`config.mk`:
```
export PLATFORM = sky130hd
export DESIGN_NAME = icache_refill_ctrl
export DESIGN_NICKNAME = d
export VERILOG_FILES = /design/src/rtl/icache_refill_ctrl_pkg.sv /design/src/rtl/icache_refill_ctrl.sv
export SDC_FILE = /design/constraint.sdc
export NUM_CORES = 1
export LEC_CHECK = 0
export ABC_AREA = 1
export ABC_CLOCK_PERIOD_IN_PS = 1500
export CORE_UTILIZATION = 29
export CTS_CLUSTER_DIAMETER = 120
export DETAILED_ROUTE_END_ITERATION = 10
export SLEW_MARGIN = 20
export SYNTH_ARGS = -nofsm -noshare
export SYNTH_HDL_FRONTEND = slang
export SYNTH_SLANG_ARGS = --single-unit
export TNS_END_PERCENT = 20
```
`constraint.sdc`:
```
create_clock -name clk -period 1.5 [get_ports clk]
set_input_delay 0.15 -clock clk [delete_from_list [all_inputs] [get_ports clk]]
set_output_delay 0.15 -clock clk [all_outputs]
set_load 0.05 [all_outputs]
```
`src/rtl/icache_refill_ctrl_pkg.sv`:
```
// -----------------------------------------------------------------------------
// icache_refill_ctrl_pkg
// Shared types and default constants for the instruction-cache line refill
// controller.
//   refill_state_t        : controller state encoding
//   DEF_*                 : default parameter values used by icache_refill_ctrl
// -----------------------------------------------------------------------------
package icache_refill_ctrl_pkg;

  typedef enum logic [2:0] {
    IDLE  = 3'd0,
    REQ   = 3'd1,
    BURST = 3'd2,
    DONE  = 3'd3,
    ERR   = 3'd4
  } refill_state_t;

  localparam int DEF_WORDS_PER_LINE = 16;
  localparam int DEF_MEM_WORD       = 32;
  localparam int DEF_ADDR_W         = 32;
  localparam int DEF_TIMEOUT        = 64;

endpackage

```
`src/rtl/icache_refill_ctrl.sv`:
```
// -----------------------------------------------------------------------------
// icache_refill_ctrl
// Refills one instruction-cache line after a miss. Requests a wrapping burst
// starting at the critical word, writes each returned beat into the data array,
// forwards the critical word early, and validates the tag when the line is full.
// A stalled burst is abandoned after TIMEOUT idle cycles.
//
// Ports
//   clk, nrst                      clock / synchronous active-low reset
//   miss_i, miss_addr_i            miss request and byte address from fetch
//   flush_i                        fetch redirect (suppresses early restart)
//   mem_req_o, mem_addr_o          burst request and critical-word address
//   mem_gnt_i                      request accepted by memory
//   mem_valid_i, mem_data_i        returned data beat
//   line_we_o, line_idx_o,
//   line_data_o                    data-array write port
//   tag_we_o                       tag validate pulse after a complete fill
//   crit_valid_o, crit_data_o      early-restart critical word
//   busy_o                         controller not idle
//   err_o                          beat timeout pulse
// -----------------------------------------------------------------------------
module icache_refill_ctrl
  import icache_refill_ctrl_pkg::*;
#(
  parameter int WORDS_PER_LINE = DEF_WORDS_PER_LINE,
  parameter int MEM_WORD       = DEF_MEM_WORD,
  parameter int ADDR_W         = DEF_ADDR_W,
  parameter int TIMEOUT        = DEF_TIMEOUT,
  localparam int OFF_W         = $clog2(WORDS_PER_LINE)
) (
  input  logic                clk,
  input  logic                nrst,
  input  logic                miss_i,
  input  logic [ADDR_W-1:0]   miss_addr_i,
  input  logic                flush_i,
  output logic                mem_req_o,
  output logic [ADDR_W-1:0]   mem_addr_o,
  input  logic                mem_gnt_i,
  input  logic                mem_valid_i,
  input  logic [MEM_WORD-1:0] mem_data_i,
  output logic                line_we_o,
  output logic [OFF_W-1:0]    line_idx_o,
  output logic [MEM_WORD-1:0] line_data_o,
  output logic                tag_we_o,
  output logic                crit_valid_o,
  output logic [MEM_WORD-1:0] crit_data_o,
  output logic                busy_o,
  output logic                err_o
);

  localparam int BO    = $clog2(MEM_WORD / 8);
  localparam int TMO_W = $clog2(TIMEOUT + 1);
  // Clears the byte offset within a memory word.
  localparam logic [ADDR_W-1:0] WORD_MASK = ~ADDR_W'((MEM_WORD / 8) - 1);
  localparam logic [OFF_W-1:0]  LAST_BEAT = OFF_W'(WORDS_PER_LINE - 1);
  localparam logic [TMO_W-1:0]  TMO_LAST  = TMO_W'(TIMEOUT - 1);

  refill_state_t       state_reg, state_next;
  logic [ADDR_W-1:0]   addr_reg, addr_next;
  logic [OFF_W-1:0]    crit_reg, crit_next;
  logic [OFF_W-1:0]    beat_cnt_reg, beat_cnt_next;
  logic [TMO_W-1:0]    tmo_cnt_reg, tmo_cnt_next;
  logic                suppress_reg, suppress_next;
  logic                line_we_reg, line_we_next;
  logic [OFF_W-1:0]    line_idx_reg, line_idx_next;
  logic [MEM_WORD-1:0] line_data_reg, line_data_next;
  logic                crit_valid_reg, crit_valid_next;
  logic [MEM_WORD-1:0] crit_data_reg, crit_data_next;
  logic                beat_fire;

  always_ff @(posedge clk) begin
    if (!nrst) begin
      state_reg      <= IDLE;
      addr_reg       <= '0;
      crit_reg       <= '0;
      beat_cnt_reg   <= '0;
      tmo_cnt_reg    <= '0;
      suppress_reg   <= 1'b0;
      line_we_reg    <= 1'b0;
      line_idx_reg   <= '0;
      line_data_reg  <= '0;
      crit_valid_reg <= 1'b0;
      crit_data_reg  <= '0;
    end else begin
      state_reg      <= state_next;
      addr_reg       <= addr_next;
      crit_reg       <= crit_next;
      beat_cnt_reg   <= beat_cnt_next;
      tmo_cnt_reg    <= tmo_cnt_next;
      suppress_reg   <= suppress_next;
      line_we_reg    <= line_we_next;
      line_idx_reg   <= line_idx_next;
      line_data_reg  <= line_data_next;
      crit_valid_reg <= crit_valid_next;
      crit_data_reg  <= crit_data_next;
    end
  end

  always_comb begin
    state_next      = state_reg;
    addr_next       = addr_reg;
    crit_next       = crit_reg;
    beat_cnt_next   = beat_cnt_reg;
    tmo_cnt_next    = tmo_cnt_reg;
    suppress_next   = suppress_reg;
    line_we_next    = 1'b0;
    line_idx_next   = line_idx_reg;
    line_data_next  = line_data_reg;
    crit_valid_next = 1'b0;
    crit_data_next  = crit_data_reg;
    beat_fire       = 1'b0;

    case (state_reg)
      IDLE: begin
        // A redirect in the same cycle kills the miss.
        if (miss_i && !flush_i) begin
          addr_next     = miss_addr_i;
          crit_next     = miss_addr_i[BO+OFF_W-1:BO];
          beat_cnt_next = '0;
          tmo_cnt_next  = '0;
          suppress_next = 1'b0;
          state_next    = REQ;
        end
      end
      REQ: begin
        suppress_next = suppress_reg | flush_i;
        if (mem_gnt_i) begin
          state_next = BURST;
          // Memory may return beat 0 together with the grant.
          beat_fire  = mem_valid_i;
        end
      end
      BURST: begin
        suppress_next = suppress_reg | flush_i;
        if (mem_valid_i) begin
          beat_fire    = 1'b1;
          tmo_cnt_next = '0;
          if (beat_cnt_reg == LAST_BEAT) begin
            state_next = DONE;
          end
        end else if (tmo_cnt_reg == TMO_LAST) begin
          state_next = ERR;
        end else begin
          tmo_cnt_next = tmo_cnt_reg + 1'b1;
        end
      end
      DONE:    state_next = IDLE;
      ERR:     state_next = IDLE;
      default: state_next = IDLE;
    endcase

    if (beat_fire) begin
      beat_cnt_next  = beat_cnt_reg + 1'b1;
      line_we_next   = 1'b1;
      // Wrap-order beats: index wraps naturally in OFF_W bits.
      line_idx_next  = crit_reg + beat_cnt_reg;
      line_data_next = mem_data_i;
      if (beat_cnt_reg == '0) begin
        crit_data_next = mem_data_i;
        // A redirect arriving with beat 0 also withholds the early restart.
        crit_valid_next = !suppress_reg && !flush_i;
      end
    end
  end

  assign mem_req_o    = (state_reg == REQ);
  assign mem_addr_o   = (state_reg == REQ) ? (addr_reg & WORD_MASK) : '0;
  assign line_we_o    = line_we_reg;
  assign line_idx_o   = line_idx_reg;
  assign line_data_o  = line_data_reg;
  assign tag_we_o     = (state_reg == DONE);
  assign crit_valid_o = crit_valid_reg;
  assign crit_data_o  = crit_data_reg;
  assign busy_o       = (state_reg != IDLE);
  assign err_o        = (state_reg == ERR);

endmodule

```
==> reports/results.tsv <==
stage	metric	value	unit
run_status	status	finished, violations left	
run_status	violations	setup timing	
layout	syn2layout_area_growth	71.5	%
worst_setup_path	worstSetupPathType	reg2out	
logic_synthesis	yosysWarnings	0	
global_route	antenna_found_initial	0	
placement	place_hpwl	9140	um
sta	max_freq	596	MHz
worst_setup_path	worstPathRequired	1.35	ns
worst_setup_path	cpMostUsedCell	nor2_4	
layout	mostFrequentLayoutCell	dfxtp_1	
logic_synthesis	synthCells	617	
cts	clock-root-buffer	clkbuf_16	
route	drt_wl_total	14000	um
logic_synthesis	netlist_area	0.00462	mm^2
cts	ctsHoldBuffers	0	
worst_setup_path	cpLargestDelayFamily	buffers and inverters	
layout	final_cell_mix	dfxtp_1, buf_4, a21oi_1, nand2_1, nor2_1	
power	cellPowerDensity	1810	mW/mm^2
sta	setup_viol	36	
power	vdd_drop_max	0.985	mV
floorplan	num_rows	45	
cts	cts_tree	yes	
logic_synthesis	synth_top_area_frac	0.498	
floorplan	io_pins	176	
worst_setup_path	crit_arrival	1.53	ns
worst_setup_path	cp-start-kind	flip-flop	
global_route	grt_pass1_vias	4492	
hold_path	hold_path_class	in2reg	
power	total_power	14.4	mW
route	drc_errors	0	
sta	setup_ws	-0.178	ns
floorplan	dieArea	0.0165	mm^2
logic_synthesis	ys_ff_latch	115	
worst_setup_path	crit_chain	inv_4, nor2_4, buf_6, nand2_8, buf_16, nor2_4, buf_12	
worst_setup_path	crit_buf_inv	4	
sta	fin_crit	1.68	ns
route	avgViaCountPerCell	4.55	
layout	drive_gt1_frac	0.294	
route	drt-initial-drc-count	226	
worst_setup_path	end_kind	output port	
route	post_drt_wl_per_cell	13.6	um
worst_setup_path	slowest_stage	dfxtp_4	
worst_setup_path	worst_path_largest_cell_delay	0.36	ns
floorplan	die_w	128	um
cts	cts.sinks	115	
global_route	grt_max_degree	64	
route	vias	4679	
sta	rsz0062_at_grt	yes	
cts	clock_path_buffers	2	
route	ant_nets	0	
logic_synthesis	synthDistinctLibCells	28	
floorplan	initial_core_util	0.301	
run	drv_cap	0	
sta	fin_worst_skew	0.0157	ns
placement	place_area	0.00690	mm^2
floorplan	die_h	128	um
sta	hold_viol	0	
global_route	grt_overflow	0	
layout	fin_area	0.00793	mm^2
cts	cts_buffers	17	
global_route	grt.total_usage	0.175	
logic_synthesis	syn_area_per_cell	7.49	um^2
layout	fin_nets	881	
cts	htreeDepth	4	
sta	slew_viol_final	0	
worst_setup_path	cp_max_fo	6	
global_route	grt_pass1_wl	22200	um
cts	clk_pin_slew	0.05	ns
cts	clk_latency	0.42	ns
placement	io_buffers	171	
power	leakagePower	3.27	nW
floorplan	core_area	0.0154	mm^2
sta	min_period_over_period	1.12	
logic_synthesis	yosys.area.top_type	dfxtp_1	
route	first_pass_iters	4	
logic_synthesis	ys_seq_area_frac	0.498	
sta	whs	0.193	ns
logic_synthesis	synth_area_leaders	dfxtp_1, nor2_1, a21oi_1	
placement	dp_slack	-0.110	ns
placement	place_congestion	0.793	
[cell usage after synthesis]
master,number
a21oi_1,76
buf_2,5
buf_4,4
buf_6,4
clkbuf_1,27
clkinv_1,1
conb_1,1
dfxtp_1,115
fa_1,1
ha_1,6
inv_1,54
inv_2,3
nand2_1,73
nand2_2,1
nand3_1,45
nand3_2,1
nand4_1,6
nand4_2,1
nor2_1,110
nor2_2,1
nor2_4,1
nor3_1,3
o211ai_1,1
o21ai_0,71
o21bai_1,1
or2_2,1
xnor2_1,1
xor2_1,3
[repair_timing]
action,CTS,global route
setup buffers,2,2
gates cloned,3,0
setup endpoints to repair,37,145
gates resized for setup,76,29
pin swaps,2,17
[where the power goes]
group          internal, mW  leakage, nW  switching, mW
logic                  2.33         2.03           4.17
registers              3.71        0.939          0.315
clock network          2.48        0.292           1.38
[final cells by class]
class                   instances  area (um^2)
repair buffers                207         2330
diodes                          1         2.50
fillers                      1440         7440
multi-input cells             405         2230
clock buffers                  23          498
flip-flops and latches        115         2310
well taps                     211          264
inverters                      58          220
clock inverters                 9         77.6
[metrics by stage]
stage	TNS (ns)	utilization	instances
detailed placement	-5.18	0.449	989
finish	-5.35	0.516	1029
global route	-14.04	0.516	1028
floorplan	-6.57	-	618
global placement	-4.42	0.449	989
CTS	-5.90	0.511	1026
[final timing paths]
kind | endpoint | cells after the start | start | slack, ns
worst max-delay path | mem_addr_o[3] | 7 | state_reg[0]$_SDFFE_PN0P_ | -0.18
worst min-delay path | tmo_cnt_reg[4]$_SDFFE_PN0P_ | 3 | nrst | 0.19
worst max register to register | addr_reg[27]$_SDFFE_PN0P_ | 6 | state_reg[0]$_SDFFE_PN0P_ | -0.04
worst min register to register | tmo_cnt_reg[6]$_SDFFE_PN0P_ | 2 | tmo_cnt_reg[6]$_SDFFE_PN0P_ | 0.44
[per-layer routing]
layer	up-vias	part of all wire	wire length [um]	GRT usage
li1	2375	-	-	-
met1	2181	0.43	5990	0.211
met2	108	0.50	6950	0.286
met3	15	0.057	798	0.0522
met4	0	0.016	229	0.0768
met5	-	0	0	0
[tightest hold or removal path, cell delays in order]
cell and delay, ns:
buf_2 0.11, inv_1 0.15, a21oi_1 0.15
[cells by family (layout without fill, tap and decap cells)]
family | Yosys count | count (layout) | synth area share
flip-flops | 115 | 115 | 0.498
XOR/XNOR | 4 | 4 | 0.00758
AO/OA/AOI/OAI | 149 | 149 | 0.162
adder cells (fa/ha/maj) | 7 | 7 | 0.0206
buffers and inverters | 98 | 297 | 0.0907
other | 1 | 3 | 0.000811
AND/OR/NAND/NOR | 243 | 243 | 0.220
No activity file was read; power rests on OpenSTA's default activity.
